<file path="config.mk">
export PLATFORM = sky130hd
export DESIGN_NAME = usb_buffer_arbiter_flat
export DESIGN_NICKNAME = d
export VERILOG_FILES = /design/src/rtl/usb_buffer_arbiter_if.sv /design/src/rtl/usb_buffer_arbiter.sv /design/src/flat_wrapper.sv
export SDC_FILE = /design/constraint.sdc
export NUM_CORES = 1
export LEC_CHECK = 0
export ABC_AREA = 1
export CORE_ASPECT_RATIO = 1.1
export CORE_UTILIZATION = 51
export DETAILED_ROUTE_END_ITERATION = 16
export DONT_BUFFER_PORTS = 1
export GPL_ROUTABILITY_DRIVEN = 0
export PLACE_DENSITY = 0.69
export SLEW_MARGIN = 20
export SYNTH_ARGS = -nofsm -noshare
export SYNTH_HDL_FRONTEND = slang
export SYNTH_SLANG_ARGS = --single-unit
</file>
<file path="constraint.sdc">
create_clock -name clk -period 2.4 [get_ports clk]
set_input_delay 0.12 -clock clk [delete_from_list [all_inputs] [get_ports clk]]
set_output_delay 0.12 -clock clk [all_outputs]
set_load 0.005 [all_outputs]
</file>
<file path="src/rtl/usb_buffer_arbiter_if.sv">
// -----------------------------------------------------------------------------
// usb_buffer_arbiter_if
// Purpose : bundles the request/grant handshakes, the flush strobe, the buffer
//           RAM access strobes and the status outputs of usb_buffer_arbiter.
// Modports:
//   master : requester / environment side (drives requests, size, flush;
//            observes grants, buffer strobes and status)
//   slave  : the arbiter itself
// Signals :
//   ahb_wr_req, ahb_rd_req, ahb_size[1:0] - AHB store/get requests and size
//   usb_wr_req, usb_rd_req                - USB rx store / tx get requests
//   flush                                 - single-cycle clear-buffer pulse
//   ahb_gnt, usb_gnt                      - one-cycle grants
//   buf_wen, buf_ren, buf_addr, buf_nbytes- buffer RAM access
//   occupancy, overflow_err, underflow_err- status
// -----------------------------------------------------------------------------
interface usb_buffer_arbiter_if #(
   parameter int ADDR_W = 6
);
   logic              ahb_wr_req;
   logic              ahb_rd_req;
   logic [1:0]        ahb_size;
   logic              usb_wr_req;
   logic              usb_rd_req;
   logic              flush;
   logic              ahb_gnt;
   logic              usb_gnt;
   logic              buf_wen;
   logic              buf_ren;
   logic [ADDR_W-1:0] buf_addr;
   logic [2:0]        buf_nbytes;
   logic [ADDR_W:0]   occupancy;
   logic              overflow_err;
   logic              underflow_err;

   modport master (
      output ahb_wr_req, ahb_rd_req, ahb_size, usb_wr_req, usb_rd_req, flush,
      input  ahb_gnt, usb_gnt, buf_wen, buf_ren, buf_addr, buf_nbytes,
      input  occupancy, overflow_err, underflow_err
   );

   modport slave (
      input  ahb_wr_req, ahb_rd_req, ahb_size, usb_wr_req, usb_rd_req, flush,
      output ahb_gnt, usb_gnt, buf_wen, buf_ren, buf_addr, buf_nbytes,
      output occupancy, overflow_err, underflow_err
   );
endinterface

</file>
<file path="src/rtl/usb_buffer_arbiter.sv">
// -----------------------------------------------------------------------------
// usb_buffer_arbiter
// Purpose : arbitrates a single-port byte-addressed data buffer between the
//           AHB-lite slave (tx store / rx get) and the USB packet engines
//           (rx store / tx get). Owns the write/read pointers, occupancy count,
//           flush sequencing and sticky overflow/underflow flags.
// Ports   :
//   clk   - system clock, rising edge
//   n_rst - asynchronous reset, active low
//   bus   - usb_buffer_arbiter_if.slave (requests, grants, buffer strobes,
//           status; see the interface header)
// Parameters:
//   DEPTH  - buffer size in bytes (power of 2)
//   ADDR_W - log2(DEPTH)
// -----------------------------------------------------------------------------
module usb_buffer_arbiter #(
   parameter int DEPTH  = 64,
   parameter int ADDR_W = 6
) (
   input  logic                  clk,
   input  logic                  n_rst,
   usb_buffer_arbiter_if.slave   bus
);

   typedef enum logic [1:0] {
      S_IDLE  = 2'd0,
      S_GRANT = 2'd1,
      S_FLUSH = 2'd2
   } state_t;

   localparam logic [ADDR_W+1:0] LP_DEPTH = (ADDR_W+2)'(DEPTH);

   state_t            r_state;
   state_t            w_state_next;

   logic [ADDR_W-1:0] r_wptr;
   logic [ADDR_W-1:0] r_rptr;
   logic [ADDR_W:0]   r_occ;
   logic              r_rr;          // 0 = USB preferred, 1 = AHB preferred
   logic              r_flush_pend;
   logic              r_ovf_err;
   logic              r_unf_err;

   // registered grant / strobe outputs
   logic              r_ahb_gnt;
   logic              r_usb_gnt;
   logic              r_buf_wen;
   logic              r_buf_ren;
   logic [ADDR_W-1:0] r_buf_addr;
   logic [2:0]        r_buf_nbytes;
   logic              r_deny_ovf;    // current grant is a refused write
   logic              r_deny_unf;    // current grant is a refused read

   logic              w_ahb_any;
   logic              w_usb_any;
   logic              w_pick_ahb;
   logic              w_is_wr;
   logic [2:0]        w_nbytes;
   logic [ADDR_W+1:0] w_n_ext;
   logic [ADDR_W+1:0] w_occ_ext;
   logic              w_fits;
   logic              w_avail;
   logic              w_take_grant;

   logic              w_ahb_gnt_next;
   logic              w_usb_gnt_next;
   logic              w_buf_wen_next;
   logic              w_buf_ren_next;
   logic [ADDR_W-1:0] w_buf_addr_next;
   logic [2:0]        w_buf_nbytes_next;
   logic              w_deny_ovf_next;
   logic              w_deny_unf_next;

   // ---------------------------------------------------------------------
   // Arbitration and access qualification, evaluated while IDLE
   // ---------------------------------------------------------------------
   assign w_ahb_any  = bus.ahb_wr_req | bus.ahb_rd_req;
   assign w_usb_any  = bus.usb_wr_req | bus.usb_rd_req;
   assign w_pick_ahb = w_ahb_any & (~w_usb_any | r_rr);
   // write wins if a side ever shows both requests
   assign w_is_wr    = w_pick_ahb ? bus.ahb_wr_req : bus.usb_wr_req;

   always_comb begin
      w_nbytes = 3'd1;
      if (w_pick_ahb) begin
         case (bus.ahb_size)
            2'd0:    w_nbytes = 3'd1;
            2'd1:    w_nbytes = 3'd2;
            default: w_nbytes = 3'd4;
         endcase
      end
   end

   // one extra bit so occupancy + 4 cannot wrap before the compare
   assign w_n_ext   = (ADDR_W+2)'(w_nbytes);
   assign w_occ_ext = (ADDR_W+2)'(r_occ);
   assign w_fits    = (w_occ_ext + w_n_ext) <= LP_DEPTH;
   assign w_avail   = w_n_ext <= w_occ_ext;

   // ---------------------------------------------------------------------
   // FSM: state register
   // ---------------------------------------------------------------------
   always_ff @(posedge clk or negedge n_rst) begin
      if (!n_rst) begin
         r_state <= S_IDLE;
      end else begin
         r_state <= w_state_next;
      end
   end

   // ---------------------------------------------------------------------
   // FSM: next-state logic
   // ---------------------------------------------------------------------
   always_comb begin
      w_state_next = S_IDLE;
      case (r_state)
         S_IDLE: begin
            if (bus.flush || r_flush_pend) begin
               w_state_next = S_FLUSH;
            end else if (w_ahb_any || w_usb_any) begin
               w_state_next = S_GRANT;
            end else begin
               w_state_next = S_IDLE;
            end
         end
         S_GRANT: w_state_next = S_IDLE;
         S_FLUSH: w_state_next = S_IDLE;
         default: w_state_next = S_IDLE;
      endcase
   end

   assign w_take_grant = (r_state == S_IDLE) && (w_state_next == S_GRANT);

   // ---------------------------------------------------------------------
   // FSM: output logic (values loaded into the output registers; all zero
   // except on the IDLE->GRANT transition, so GRANT lasts one cycle)
   // ---------------------------------------------------------------------
   always_comb begin
      w_ahb_gnt_next    = 1'b0;
      w_usb_gnt_next    = 1'b0;
      w_buf_wen_next    = 1'b0;
      w_buf_ren_next    = 1'b0;
      w_buf_addr_next   = '0;
      w_buf_nbytes_next = 3'd0;
      w_deny_ovf_next   = 1'b0;
      w_deny_unf_next   = 1'b0;
      if (w_take_grant) begin
         w_ahb_gnt_next = w_pick_ahb;
         w_usb_gnt_next = ~w_pick_ahb;
         if (w_is_wr) begin
            if (w_fits) begin
               w_buf_wen_next    = 1'b1;
               w_buf_addr_next   = r_wptr;
               w_buf_nbytes_next = w_nbytes;
            end else begin
               w_deny_ovf_next   = 1'b1;
            end
         end else begin
            if (w_avail) begin
               w_buf_ren_next    = 1'b1;
               w_buf_addr_next   = r_rptr;
               w_buf_nbytes_next = w_nbytes;
            end else begin
               w_deny_unf_next   = 1'b1;
            end
         end
      end
   end

   // ---------------------------------------------------------------------
   // Output registers, pointers, occupancy, round-robin and error flags
   // ---------------------------------------------------------------------
   always_ff @(posedge clk or negedge n_rst) begin
      if (!n_rst) begin
         r_ahb_gnt    <= 1'b0;
         r_usb_gnt    <= 1'b0;
         r_buf_wen    <= 1'b0;
         r_buf_ren    <= 1'b0;
         r_buf_addr   <= '0;
         r_buf_nbytes <= 3'd0;
         r_deny_ovf   <= 1'b0;
         r_deny_unf   <= 1'b0;
         r_wptr       <= '0;
         r_rptr       <= '0;
         r_occ        <= '0;
         r_rr         <= 1'b0;
         r_flush_pend <= 1'b0;
         r_ovf_err    <= 1'b0;
         r_unf_err    <= 1'b0;
      end else begin
         r_ahb_gnt    <= w_ahb_gnt_next;
         r_usb_gnt    <= w_usb_gnt_next;
         r_buf_wen    <= w_buf_wen_next;
         r_buf_ren    <= w_buf_ren_next;
         r_buf_addr   <= w_buf_addr_next;
         r_buf_nbytes <= w_buf_nbytes_next;
         r_deny_ovf   <= w_deny_ovf_next;
         r_deny_unf   <= w_deny_unf_next;

         // the loser of this round becomes the preferred side
         if (w_take_grant) begin
            r_rr <= ~w_pick_ahb;
         end

         // a flush seen during GRANT is held until the next IDLE takes it
         if (w_state_next == S_FLUSH) begin
            r_flush_pend <= 1'b0;
         end else if ((r_state == S_GRANT) && bus.flush) begin
            r_flush_pend <= 1'b1;
         end

         if (r_state == S_FLUSH) begin
            r_wptr    <= '0;
            r_rptr    <= '0;
            r_occ     <= '0;
            r_ovf_err <= 1'b0;
            r_unf_err <= 1'b0;
         end else if (r_state == S_GRANT) begin
            // commit the access on the edge that ends GRANT
            if (r_buf_wen) begin
               r_wptr <= r_wptr + ADDR_W'(r_buf_nbytes);
               r_occ  <= r_occ + (ADDR_W+1)'(r_buf_nbytes);
            end
            if (r_buf_ren) begin
               r_rptr <= r_rptr + ADDR_W'(r_buf_nbytes);
               r_occ  <= r_occ - (ADDR_W+1)'(r_buf_nbytes);
            end
            if (r_deny_ovf) begin
               r_ovf_err <= 1'b1;
            end
            if (r_deny_unf) begin
               r_unf_err <= 1'b1;
            end
         end
      end
   end

   assign bus.ahb_gnt       = r_ahb_gnt;
   assign bus.usb_gnt       = r_usb_gnt;
   assign bus.buf_wen       = r_buf_wen;
   assign bus.buf_ren       = r_buf_ren;
   assign bus.buf_addr      = r_buf_addr;
   assign bus.buf_nbytes    = r_buf_nbytes;
   assign bus.occupancy     = r_occ;
   assign bus.overflow_err  = r_ovf_err;
   assign bus.underflow_err = r_unf_err;

endmodule

</file>
<file path="src/flat_wrapper.sv">
// flat-port wrapper written by rule: the top's interface ports become plain ports
module usb_buffer_arbiter_flat 
#(
   parameter int DEPTH  = 64,
   parameter int ADDR_W = 6
)
  (clk, n_rst, bus_ahb_wr_req, bus_ahb_rd_req, bus_ahb_size, bus_usb_wr_req, bus_usb_rd_req, bus_flush, bus_ahb_gnt, bus_usb_gnt, bus_buf_wen, bus_buf_ren, bus_buf_addr, bus_buf_nbytes, bus_occupancy, bus_overflow_err, bus_underflow_err);
  usb_buffer_arbiter_if #(.ADDR_W(ADDR_W)) bus_i ();
  input  logic clk;
  input  logic n_rst;
  input wire logic [$bits(bus_i.ahb_wr_req)-1:0] bus_ahb_wr_req;
  input wire logic [$bits(bus_i.ahb_rd_req)-1:0] bus_ahb_rd_req;
  input wire logic [$bits(bus_i.ahb_size)-1:0] bus_ahb_size;
  input wire logic [$bits(bus_i.usb_wr_req)-1:0] bus_usb_wr_req;
  input wire logic [$bits(bus_i.usb_rd_req)-1:0] bus_usb_rd_req;
  input wire logic [$bits(bus_i.flush)-1:0] bus_flush;
  output wire logic [$bits(bus_i.ahb_gnt)-1:0] bus_ahb_gnt;
  output wire logic [$bits(bus_i.usb_gnt)-1:0] bus_usb_gnt;
  output wire logic [$bits(bus_i.buf_wen)-1:0] bus_buf_wen;
  output wire logic [$bits(bus_i.buf_ren)-1:0] bus_buf_ren;
  output wire logic [$bits(bus_i.buf_addr)-1:0] bus_buf_addr;
  output wire logic [$bits(bus_i.buf_nbytes)-1:0] bus_buf_nbytes;
  output wire logic [$bits(bus_i.occupancy)-1:0] bus_occupancy;
  output wire logic [$bits(bus_i.overflow_err)-1:0] bus_overflow_err;
  output wire logic [$bits(bus_i.underflow_err)-1:0] bus_underflow_err;
  assign bus_i.ahb_wr_req = bus_ahb_wr_req;
  assign bus_i.ahb_rd_req = bus_ahb_rd_req;
  assign bus_i.ahb_size = bus_ahb_size;
  assign bus_i.usb_wr_req = bus_usb_wr_req;
  assign bus_i.usb_rd_req = bus_usb_rd_req;
  assign bus_i.flush = bus_flush;
  assign bus_ahb_gnt = bus_i.ahb_gnt;
  assign bus_usb_gnt = bus_i.usb_gnt;
  assign bus_buf_wen = bus_i.buf_wen;
  assign bus_buf_ren = bus_i.buf_ren;
  assign bus_buf_addr = bus_i.buf_addr;
  assign bus_buf_nbytes = bus_i.buf_nbytes;
  assign bus_occupancy = bus_i.occupancy;
  assign bus_overflow_err = bus_i.overflow_err;
  assign bus_underflow_err = bus_i.underflow_err;
  usb_buffer_arbiter #(.DEPTH(DEPTH), .ADDR_W(ADDR_W)) u_core (.clk(clk), .n_rst(n_rst), .bus(bus_i));
endmodule
</file>
* Word-level counts from Yosys, hierarchy flattened
Index checks and enable logic that the tools add are counted.
Operators by class: add/sub/neg operators 5, order comparisons 2, equal/unequal tests 5, multiplexer cells 46, bitwise logic cells 6, reduce and logical (&&, ||, !) cells 18
Operator list (number):
- 6-bit two-way mux | 10
- 7-bit two-way mux | 4
- 1-bit two-way mux | 24
- 3-bit two-way mux | 5
- 6-bit by 3-bit adder with 6-bit output | 2
- 2-bit nonzero test | 6
- 2-bit AND reduction | 5
- 7-bit by 3-bit adder with 8-bit output | 1
- 8-bit by 7-bit <= comparator with 1-bit output (second input constant) | 1
- 7-bit by 3-bit adder with 7-bit output | 1
- 3-bit by 7-bit <= comparator with 1-bit output | 1
- 7-bit by 3-bit subtractor with 7-bit output | 1
- 2-bit by 1-bit == test with 1-bit output (second input constant) | 3
- 3-bit one-hot mux with 2 select lines | 1
- 2-bit == test (second input constant) | 2
- 2-bit logical NOT | 2
- 2-bit two-way mux | 2
- 1-bit OR | 3
- 3-bit nonzero test | 1
- 1-bit logical AND | 2
- 1-bit logical OR | 2
- 1-bit inverter | 2
- 1-bit AND | 1
Storage, ports and cells: flip-flop bits (word level) 40, output and inout bits 22, word-level logic and storage cells 98

* Longest topological paths before layout
Gate-level depths: netlist (run 1).
word-level depth 10, depth in mapped cells 19

* Worst setup path after synthesis (run 1)
OpenSTA, ideal clock, no wires.
path kind reg-to-reg, start point register u_core.r_buf_nbytes[1] (netlist: u_core.bus.buf_nbytes[1]), end point register u_core.r_occ[5] (netlist: u_core.bus.occupancy[5]), library setup time 0.130 ns, arrival 2.268 ns, slack 0.001 ns, cell stages (with the launch flop) 15, buffers on the path 0, cells stage by stage dfrtp_1 -> inv_1 -> ha_1 -> inv_1 -> o21ai_0 -> inv_1 -> ha_1 -> nand2_1 -> nor2_1 -> a211oi_1 -> or2_2 -> nand2_1 -> a21oi_1 -> xor2_1 -> o22ai_1
Between the ends: cells in the longest elaborated chain, start to end 5, elaborated cells on any way between the ends 6
RTL lines:
- start, declared | RTL line usb_buffer_arbiter.sv:50 | logic [2:0] r_buf_nbytes;
- start signal, assigned | RTL line usb_buffer_arbiter.sv:196 | r_buf_nbytes <= w_buf_nbytes_next;
- 7-bit by 3-bit adder with 7-bit output | RTL line usb_buffer_arbiter.sv:222 | r_occ <= r_occ + (ADDR_W+1)'(r_buf_nbytes);
- 7-bit two-way mux | RTL line usb_buffer_arbiter.sv:220 | if (r_buf_wen) begin
- 7-bit two-way mux (*) | RTL line usb_buffer_arbiter.sv:224 | if (r_buf_ren) begin
- 7-bit two-way mux (*) | RTL line usb_buffer_arbiter.sv:218 | end else if (r_state == S_GRANT) begin
- 7-bit two-way mux (*) | RTL line usb_buffer_arbiter.sv:212 | if (r_state == S_FLUSH) begin
- end signal, assigned | RTL line usb_buffer_arbiter.sv:222
- end signal, assigned | RTL line usb_buffer_arbiter.sv:226 | r_occ <= r_occ - (ADDR_W+1)'(r_buf_nbytes);
- end, declared | RTL line usb_buffer_arbiter.sv:38 | logic [ADDR_W:0] r_occ;
Mark *: on every way between the ends. The rest lies on a longest branch, timed or not. The select of a mux whose other input is x is not followed. A chain may end at the register's enable or synchronous reset.

* Final worst setup path (run 1)
start point register u_core.r_buf_nbytes[0] (netlist: u_core.bus.buf_nbytes[0]), end point register u_core.r_occ[5] (netlist: u_core.bus.occupancy[5])
Same word-level chain as after synthesis.

==> out/qor.txt, run 1 <==
Run status - finished, final reports clean
Tmin final - 2.28 ns
Vias in the first global route - 2002
DRC viols - 0
Post-synth cell types - 38
Cells on worst reg2reg path - 13
Core ar. - 4720 um2
Int Power - 1.56 mW
Vias post-DR - 2035
CTS H-tree depth - 2
Worst IR Drop VDD - 0.577 mV
Mapped Area - 2550 um2
CTS Buffer Depth - 2
Final hold violation count - 0
Kind of critical path - reg -> reg
Row count - 26
Hold Path Origin - bus_ahb_wr_req
Initial Util - 0.542
First-pass DRT Iterations - 4
GRT Util Overall - 0.218
Largest family of logic cells by synthesized area - simple AND/OR/NAND/NOR gates
Startpoint types - register
CTS tree - yes
Arr. time, crit path - 2.46 ns
Post-Route WL - 5.26 mm
Post-Synthesis Cells - 306
XOR/XNOR Fraction of Synth Area - 0.0269
Synth warn - 0
WHS Path Cells - 3
Post-synthesis mux area share - 0
Simple-Gate Fraction of Synth Area - 0.276
Slew Viols, Final - 0
Chip height - 76.2 um
Setup violations, final - 0
Worst-margin pin slew - 0.358 ns
Die area - 5300 um2
Hold crit path type - in -> reg
Share of cells above drive strength 1 - 0.167
Final worst-path cycle share - 0.952
Dpl hpwl - 3.94 mm
Power Density - 992 nW/um2
Initial antenna violation count - 0
Clock Latency Late Sink - 0.30 ns
Post-synth net total - 338
Nets - 355
Gate power share - 0.499
Setup crit start - u_core.bus.buf_nbytes[0]$_DFF_PN0_
Fin util - 0.599
Sequential Power Share - 0.346
Worst slew margin - 0.761
Die W - 69.5 um
Total power - 2.80 mW
Number of max-cap violations - 0
Reg clk slew, reported paths - 0.08 ns
Synth Area in Compound Gates - 0.100
# diodes - 0
R2R setup slack - 0.12 ns
Adder-Cell Fraction of Synth Area - 0.121
Sequential cell area fraction in the yosys report - 0.392
Sw Share - 0.445
Largest net degree at the start of global routing - 41
Vias/cell - 5.37
Antenna-violating nets left - 0
Crit path largest cell delay - 0.35 ns
Critical path cell sequence - inv_1, ha_1, ha_1, o21ai_2, ha_1, nand2_1, nor2_2, a211oi_2, or2_2, nand2_1, a21oi_2, xor2_1, o22ai_1
Area growth syn-to-layout - 10.6%
Clk pwr share - 0.155
Most used cell along the critical path - ha_1
Total CTS buffers - 5
Grt total ovfl - 0
First-pass GRT wire length - 9.32 mm
Fmax - 438 MHz
CP required - 2.57 ns
Critical R2R Launch - u_core.bus.buf_nbytes[0]$_DFF_PN0_
Slowest cell on the critical path - dfrtp_1
Port buffer count - 0
Fin Clk Skew - 0.00797 ns
DRT iter0 DRCs - 107
Crit-path max FO - 4
Synth Register Bits - 40
Leakage - 1.56 nW
Root buffer cell - clkbuf_8
Avg WL per Cell - 13.9 um
CTS sink count - 40
Number of fill cells - 424
Mean area per synthesized cell - 8.35 um2
Io pins - 31
Hold endpoint - u_core.r_deny_unf$_DFF_PN0_
CP endpoint kind - register
Worst reg2reg path endpoint - u_core.bus.occupancy[5]$_DFFE_PN0P_
Net Switching - 1.25 mW
==> cell type report <==
| cell class | count | area [um2] | share of cell area |
|---|---|---|---|
| Clock inverter | 2 | 12.5 | 0.00443 |
| Sequential cell | 40 | 1000 | 0.354 |
| Clock buffer | 5 | 68.8 | 0.0243 |
| Timing Repair Buffer | 11 | 100 | 0.0354 |
| Inverter | 56 | 210 | 0.0744 |
| Tap cell | 56 | 70.1 | 0.0248 |
| Multi-Input combinational cell | 209 | 1360 | 0.483 |
==> per-stage QoR <==
stage          area [um2]  worst slack (ns)  hold WS (ns)  setup TNS [ns]  std cells
3_3_place_gp         2670             0.106        -0.175               0        367
2_1_floorplan        2550           0.00134        -0.176               0        306
6_report             2830             0.116        0.0774               0        379
4_1_cts              2790            0.0465        0.0817               0        377
5_1_grt              2830          -0.00543        0.0888        -0.00543        379
3_5_place_dp         2670            0.0115        -0.175               0        367
==> sequential cells by signal, summed over array words and instances (netlist names), 2 cells and up <==
name,cells
u_core.bus.occupancy,7
u_core.r_rptr,6
u_core.r_wptr,6
u_core.bus.buf_nbytes,3
u_core.r_state,2
u_core.bus.buf_addr,6
==> placed cells by master (no fill, tap or decap), types with 3 or more instances in the layout <==
cell type,count
nand2_1,64
inv_1,52
dfrtp_1,40
nor2_1,20
nand3_1,20
ha_1,20
o21ai_0,9
a21oi_1,8
buf_4,8
o22ai_1,7
nand2_2,6
xor2_1,6
clkbuf_8,5
inv_2,4
nor3_1,4
nand3_2,4
nand2_4,4
nor2_2,4
o21ai_1,3
o211ai_1,3
fa_1,3
==> routing by layer <==
| layer | GRT usage | vias to the layer above | share of wire |
|---|---|---|---|
| met5 | 0 | - | 0 |
| met4 | 0.0755 | 0 | 0.015 |
| met3 | 0.0450 | 7 | 0.033 |
| met2 | 0.348 | 39 | 0.46 |
| met1 | 0.295 | 966 | 0.49 |
| li1 | - | 1023 | - |
==> Yosys cell counts (all sizes together) <==
master	number	share of area
a211oi	1	0.0029
a21oi	10	0.024
a31o	1	0.0034
a31oi	1	0.0025
and3	1	0.0025
clkbuf	1	0.0015
dfrtp	40	0.39
fa	3	0.024
ha	20	0.098
inv	56	0.082
nand2	74	0.13
nand3	26	0.069
nand4	3	0.0098
nor2	26	0.047
nor3	4	0.0078
nor4	3	0.0098
o211ai	3	0.0088
o21ai	15	0.035
o221ai	1	0.0034
o22ai	7	0.017
o31ai	1	0.0029
or2	2	0.0049
xor2	7	0.027
==> how the worst max path moves through the flow <==
stage | cells past startpoint | to | slack [ns]
floorplan | 14 | u_core.bus.occupancy[5]$_DFFE_PN0P_ | 0.001
global placement | 13 | u_core.bus.occupancy[5]$_DFFE_PN0P_ | 0.11
detailed placement | 13 | u_core.bus.occupancy[5]$_DFFE_PN0P_ | 0.01
CTS | 13 | u_core.bus.occupancy[5]$_DFFE_PN0P_ | 0.05
global route | 13 | u_core.bus.occupancy[6]$_DFFE_PN0P_ | -0.005
finish | 13 | u_core.bus.occupancy[5]$_DFFE_PN0P_ | 0.12
==> worst max-delay path, delay by kind of cell (launching register included) <==
kind | cells | cell delay, ns
simple gates | 4 | 0.34
buf+inv | 1 | 0.06
xor+xnor | 1 | 0.17
fa+ha+maj | 3 | 0.82
flops | 1 | 0.35
compound gates | 4 | 0.42
==> repair_timing <==
item / CTS / global route
cloned: 0 / 0
buffers inserted: 0 / 2
endpoints found under the hold margin: 42 / 0
pin swaps: 0 / 3
endpoints found under the setup margin: 1 / 12
hold buffers: 3 / 0
gates resized for setup: 1 / 8
==> power by group through the flow <==
stage / clock network, mW / logic (mW) / registers (mW)
after CTS: 0.442 / 1.32 / 0.966
after floorplan: 0 / 1.03 / 0.932
after global placement: 0 / 1.24 / 0.973
after detailed placement: 0 / 1.28 / 0.977
final: 0.434 / 1.40 / 0.969
after global routing: 0.474 / 1.58 / 0.987
==> logic make-up after synthesis <==
| group | count (synthesis) |
|---|---|
| simple gates | 139 |
| buf+inv | 57 |
| compound gates | 40 |
| flops | 40 |
| fa+ha+maj | 23 |
| xor+xnor | 7 |
Note: power is estimated with default switching activity, not from simulation.
==> run 2: changes to the inputs <==
--- a/config.mk
+++ b/config.mk
@@ -5,7 +5,6 @@
 export SDC_FILE = /design/constraint.sdc
 export NUM_CORES = 1
 export LEC_CHECK = 0
-export ABC_AREA = 1
 export CORE_ASPECT_RATIO = 1.1
 export CORE_UTILIZATION = 51
 export DETAILED_ROUTE_END_ITERATION = 16
==> out/qor.txt, run 2 <==
R2R setup slack - -0.19 ns (-0.31 ns)
Fin Clk Skew - 0.00902 ns (+0.00105 ns)
Hold slack final - 0.0320 ns (-0.0454 ns)
Row count - 27 (+3.8%)
Vias in the first global route - 2126 (+6.2%)
Share of cells above drive strength 1 - 0.302 (+0.135)
Setup violations, final - 12 (+12)
Setup crit end - u_core.bus.buf_addr[5]$_DFF_PN0_
Worst-margin pin slew - 0.363 ns (+0.00563 ns)
RSZ-0062 raised after global routing - true
Number of fill cells - 405 (-4.5%)
Critical R2R Launch - u_core.r_rr$_DFFE_PN0P_
Total CTS buffers - 5 (unchanged)
Area growth syn-to-layout - 23.7%
Io pins - 31 (unchanged)
Final hold violation count - 0 (unchanged)
Worst IR Drop VDD - 0.764 mV (+32%)
Commonest non-fill, non-tap cell in the layout - dfrtp_1
Post-Route WL - 6.08 mm (+16%)
GRT Util Overall - 0.235 (+0.0172)
Tmin final - 2.59 ns (+0.307 ns)
Setup crit start - u_core.r_rr$_DFFE_PN0P_
Mean area per synthesized cell - 9.60 um2 (+15%)
Top-area cell type share of the netlist area - 0.379 (-0.0128)
Grt total ovfl - 0 (unchanged)
Number of max-cap violations - 0 (unchanged)
Synth Register Bits - 40 (unchanged)
Arr. time, crit path - 2.77 ns (+0.31 ns)
Most instantiated library cell after synthesis - dfrtp_1
Dpl hpwl - 4.26 mm (+8.0%)
Post-synth cell types - 58 (+53%)
DRC viols - 0 (unchanged)
# diodes - 0 (unchanged)
WHS Path Cells - 3 (unchanged)
Main area contributors after synthesis - dfrtp_1, ha_1, o22ai_1
Kind of critical path - reg -> reg
Top_reg_cell synth - dfrtp_1
Setup TNS Final - -1.95 ns (-1.95 ns)
First-pass DRT Iterations - 4 (unchanged)
Reg clk slew, reported paths - 0.08 ns (about the same)
Vias post-DR - 2111 (+3.7%)
Vias/cell - 5.72 (+6.5%)
Die area - 5470 um2 (+3.3%)
Post-Synthesis Cells - 275 (-10%)
Final worst slack - -0.190 ns (-0.307 ns)
Critical path cell sequence - o21bai_4, and2_4, nand2_4, xnor2_4, ha_4, a211oi_4, or4_1, o2111a_1, o221ai_2, a211o_4, clkbuf_16, o22ai_2
Crit-path max FO - 5 (+1)
Antenna-violating nets left - 0 (unchanged)
Total power - 4.06 mW (+45%)
Chip height - 77.5 um (+1.6%)
Core ar. - 5000 um2 (+6.0%)
Root buffer cell - clkbuf_8
Run status - finished with violations
Final worst-path cycle share - 1.08 (+0.128)
Mapped Area - 2640 um2 (+3.4%)
Worst reg2reg path endpoint - u_core.bus.buf_addr[5]$_DFF_PN0_
Startpoint types - register
Post-synth ARST share - 1.00 (unchanged)
Synth cell count leaders - dfrtp_1, inv_1, ha_1
Failing checks - negative setup slack
Crit path largest cell delay - 0.49 ns (+0.14 ns)
Fmax - 386 MHz (-12%)
First-pass GRT wire length - 10.2 mm (+9.4%)
CTS H-tree depth - 2 (unchanged)
Fin area - 3270 um2 (+16%)
Slowest cell on the critical path - or4_1
Number of synthesized flops with an enable pin - 0 (unchanged)
Synth warn - 0 (unchanged)
Port buffer count - 0 (unchanged)
Sequential cell area fraction in the yosys report - 0.379 (-0.0128)
CTS Buffer Depth - 2 (unchanged)
Largest register FFs - 7 (unchanged)
DP Area - 2900 um2 (+8.9%)
Leakage - 1.46 nW (-5.8%)
Initial Util - 0.528 (-0.0134)
CTS sink count - 40 (unchanged)
Post-synth net total - 307 (-9.2%)
Power Density - 1240 nW/um2 (+25%)
Hold crit path type - in -> reg
Avg WL per Cell - 16.5 um (+19%)
Worst slew margin - 0.756 (-0.00573)
Nets - 342 (-3.7%)
Die W - 70.6 um (+1.6%)
Largest net degree at the start of global routing - 41 (unchanged)
Clock Latency Late Sink - 0.30 ns (about the same)
CP required - 2.58 ns (about the same)
Most frequent cells in the layout - dfrtp_1, buf_4, inv_1
Initial antenna violation count - 0 (unchanged)
Cells on worst reg2reg path - 12 (-1)
CTS tree - yes
Synth area leader - dfrtp_1
DRT iter0 DRCs - 85 (-21%)
CP endpoint kind - register
Slew Viols, Final - 0 (unchanged)
==> run 2: worst max-delay path: cells and delay by family, from the launching register on <==
kind / cells / cell delay (ns)
AO/OA/AOI/OAI: 6 / 0.85
AND/OR/NAND/NOR: 3 / 0.77
flip-flops: 1 / 0.38
adder cells (fa/ha/maj): 1 / 0.20
buffers and inverters: 1 / 0.15
XOR/XNOR: 1 / 0.13
==> run 2: cell families (layout without fill, tap and decap cells) <==
| logic type | Yosys count | in the layout | share of synthesized area |
|---|---|---|---|
| AOI/OAI and AO/OA | 94 | 94 | 0.259 |
| buffers and inverters | 38 | 74 | 0.0635 |
| muxes | 6 | 6 | 0.0232 |
| adders and majority gates | 23 | 23 | 0.117 |
| xor gates and xnor gates | 7 | 7 | 0.0232 |
| and+or+nand+nor | 67 | 67 | 0.135 |
| DFF | 40 | 40 | 0.379 |
==> run 2: final cells by class <==
class                   instances  area (um2)  share of cell area
multi-input cells             197        1640               0.501
flip-flops and latches         40        1000               0.307
repair buffers                 39         340               0.104
inverters                      27         104              0.0318
well taps                      58        72.6              0.0222
clock buffers                   5        68.8              0.0211
clock inverters                 3        42.5              0.0130
==> run 2: worst min path at each step <==
stage / startpoint / to
CTS: bus_ahb_wr_req / u_core.r_deny_unf$_DFF_PN0_
global route: bus_ahb_wr_req / u_core.r_deny_unf$_DFF_PN0_
detailed placement: n_rst / u_core.r_rptr[4]$_DFFE_PN0P_
global placement: n_rst / u_core.r_rptr[4]$_DFFE_PN0P_
finish: bus_ahb_wr_req / u_core.r_deny_unf$_DFF_PN0_
floorplan: n_rst / u_core.bus.ahb_gnt$_DFF_PN0_
==> run 2: metal layers <==
metal | up-vias | share of wire | track usage
li1 | 1052 | - | -
met2 | 40 | 0.51 | 0.409
met5 | - | 0 | 0
met3 | 7 | 0.042 | 0.0545
met4 | 0 | 0.013 | 0.0600
met1 | 1012 | 0.44 | 0.296
==> run 2: per-stage QoR <==
step,setup slack (ns),std cells,util
2_1_floorplan,-0.165,275,-
3_3_place_gp,-0.163,348,0.581
3_5_place_dp,-0.200,348,0.581
4_1_cts,-0.201,364,0.622
5_1_grt,-0.286,369,0.654
6_report,-0.190,369,0.654
==> run 2: power breakdown <==
part / internal, mW / switching, mW / total [mW]
logic: 1.22 / 1.17 / 2.39
clock network: 0.308 / 0.249 / 0.557
registers: 0.894 / 0.218 / 1.11
==> run 2: timing repair <==
action	in CTS	in global routing
hold endpoints to repair	42	0
buffers inserted	5	5
gates resized for setup	4	20
hold buffers	3	0
pin swaps	7	16
gates cloned	0	1
setup endpoints to repair	12	13
==> run 3: changes to the inputs <==
--- a/config.mk
+++ b/config.mk
@@ -11,6 +11,7 @@
 export DONT_BUFFER_PORTS = 1
 export GPL_ROUTABILITY_DRIVEN = 0
 export PLACE_DENSITY = 0.69
+export SETUP_SLACK_MARGIN = 0.05
 export SLEW_MARGIN = 20
 export SYNTH_ARGS = -nofsm -noshare
 export SYNTH_HDL_FRONTEND = slang
==> out/qor.txt, run 3 (synthesis gave the netlist of run 2 again) <==
Run status - finished with violations
Failing checks - negative setup slack
Area growth syn-to-layout - 19.6%
Most frequent cells in the layout - dfrtp_1, buf_4, inv_1
Setup TNS Final - -1.64 ns (+0.307 ns)
Chip height - 77.5 um (unchanged)
Crit-path max FO - 10 (+5)
Arr. time, crit path - 2.75 ns (-0.02 ns)
Crit path largest cell delay - 0.46 ns (-0.03 ns)
Grt total ovfl - 0 (unchanged)
Fin area - 3160 um2 (-3.4%)
Setup violations, final - 12 (unchanged)
Kind of critical path - reg -> reg
Dpl hpwl - 4.34 mm (+2.0%)
Nets - 338 (-1.2%)
Largest register FFs - 7 (unchanged)
Critical path cell sequence - o21bai_4, and2_4, o21ai_4, ha_4, ha_4, a21oi_2, or4_1, o2111a_1, o221ai_2, a211o_1, buf_12, o22ai_2
DRT iter0 DRCs - 124 (+46%)
Share of cells above drive strength 1 - 0.277 (-0.0254)
CTS Buffer Depth - 2 (unchanged)
Antenna-violating nets left - 0 (unchanged)
Total power - 3.90 mW (-3.8%)
DP Area - 2920 um2 (+0.52%)
Placed Cells incl. Taps - 350 (+0.57%)
R2R setup slack - -0.17 ns (+0.02 ns)
Slew Viols, Final - 0 (unchanged)
Critical R2R Launch - u_core.r_rr$_DFFE_PN0P_
Core ar. - 5000 um2 (unchanged)
Hold Path Origin - bus_ahb_wr_req
Number of max-cap violations - 0 (unchanged)
Number of fill cells - 426 (+5.2%)
Commonest non-fill, non-tap cell in the layout - dfrtp_1
Startpoint types - register
Hold slack final - 0.0231 ns (-0.00886 ns)
Vias in the first global route - 2329 (+9.5%)
First-pass GRT wire length - 10.7 mm (+5.1%)
Setup crit start - u_core.r_rr$_DFFE_PN0P_
Cells on worst reg2reg path - 12 (unchanged)
Slowest cell on the critical path - or4_1
DRC viols - 0 (unchanged)
Final hold violation count - 0 (unchanged)
Vias/cell - 5.84 (+2.1%)
Worst slew margin - 0.770 (+0.0147)
Finished Layout Cells - 365 (-1.1%)
Hold crit path type - in -> reg
Die area - 5470 um2 (unchanged)
Fin util - 0.632 (-0.0220)
GRT Util Overall - 0.247 (+0.0118)
CTS sink count - 40 (unchanged)
Io pins - 31 (unchanged)
Reg clk slew, reported paths - 0.08 ns (about the same)
Fmax - 389 MHz (+0.70%)
Worst IR Drop VDD - 0.748 mV (-2.1%)
Tmin final - 2.57 ns (-0.0181 ns)
Port buffer count - 0 (unchanged)
Vias post-DR - 2132 (+0.99%)
Row count - 27 (unchanged)
Hold endpoint - u_core.r_deny_unf$_DFF_PN0_
CP endpoint kind - register
Power Density - 1240 nW/um2 (-0.49%)
Worst reg2reg path endpoint - u_core.bus.buf_addr[0]$_DFF_PN0_
First-pass DRT Iterations - 4 (unchanged)
CTS tree - yes
Initial antenna violation count - 0 (unchanged)
Worst-margin pin slew - 0.341 ns (-0.0218 ns)
Minimum setup slack after placement - -0.182 ns (+0.0187 ns)
RSZ-0062 raised after global routing - true
Final worst-path cycle share - 1.07 (-0.00754)
Post-Route WL - 5.94 mm (-2.3%)
Die W - 70.6 um (unchanged)
Clock Latency Late Sink - 0.30 ns (about the same)
Final worst slack - -0.172 ns (+0.0181 ns)
Most used cell along the critical path - ha_4
# diodes - 0 (unchanged)
Initial Util - 0.528 (unchanged)
CP required - 2.58 ns (about the same)
Largest net degree at the start of global routing - 41 (unchanged)
Leakage - 1.42 nW (-2.7%)
WHS Path Cells - 3 (unchanged)
Root buffer cell - clkbuf_8
CTS H-tree depth - 2 (unchanged)
Avg WL per Cell - 16.3 um (-1.2%)
Total CTS buffers - 5 (unchanged)
Fin Clk Skew - 0.00865 ns (-0.000372 ns)
## run 3: layer usage
metal / global-route usage / up-vias / wire, um
li1: - / 1049 / -
met5: 0 / - / 0
met1: 0.293 / 1020 / 2460
met4: 0.0800 / 0 / 67
met2: 0.442 / 54 / 3130
met3: 0.0558 / 9 / 289
## run 3: cell type report
type	instances	area (um2)	area share
inverter	27	101	0.0321
multi-input combinational	197	1570	0.498
sequential	40	1000	0.317
clock inverter	3	46.3	0.0147
timing repair buffer	35	293	0.0927
clock buffer	5	68.8	0.0218
tap	58	72.6	0.0230
## run 3: where the power goes
part           internal [mW]  leakage (nW)  switching, mW
combinational           1.11         0.866           1.13
clock                  0.313        0.0548          0.254
sequential             0.894         0.504          0.206
total                   2.32          1.42           1.59
## run 3: timing repair
action,4_1_cts,5_1_grt
setup buffers,2,2
endpoints found under the hold margin,42,0
endpoints found under the setup margin,12,14
pin swaps,4,8
hold buffers,3,0
gates resized for setup,5,9
## run 3: worst max-delay path by stage
stage               cells past startpoint  slack [ns]                                  to
floorplan                              12       -0.17    u_core.bus.buf_addr[0]$_DFF_PN0_
finish                                 12       -0.17    u_core.bus.buf_addr[0]$_DFF_PN0_
CTS                                    12       -0.20    u_core.bus.buf_addr[0]$_DFF_PN0_
global route                           13       -0.29  u_core.bus.buf_nbytes[1]$_DFF_PN0_
global placement                       13       -0.15  u_core.bus.buf_nbytes[0]$_DFF_PN0_
detailed placement                     13       -0.18  u_core.bus.buf_nbytes[1]$_DFF_PN0_
## run 3: worst max-delay path, delay by kind of cell, from the launching register on
kind	cells	cell delay (ns)
AOI/OAI and AO/OA	7	0.95
and+or+nand+nor	2	0.62
DFF	1	0.38
buffers and inverters	1	0.16
adders and majority gates	2	0.35
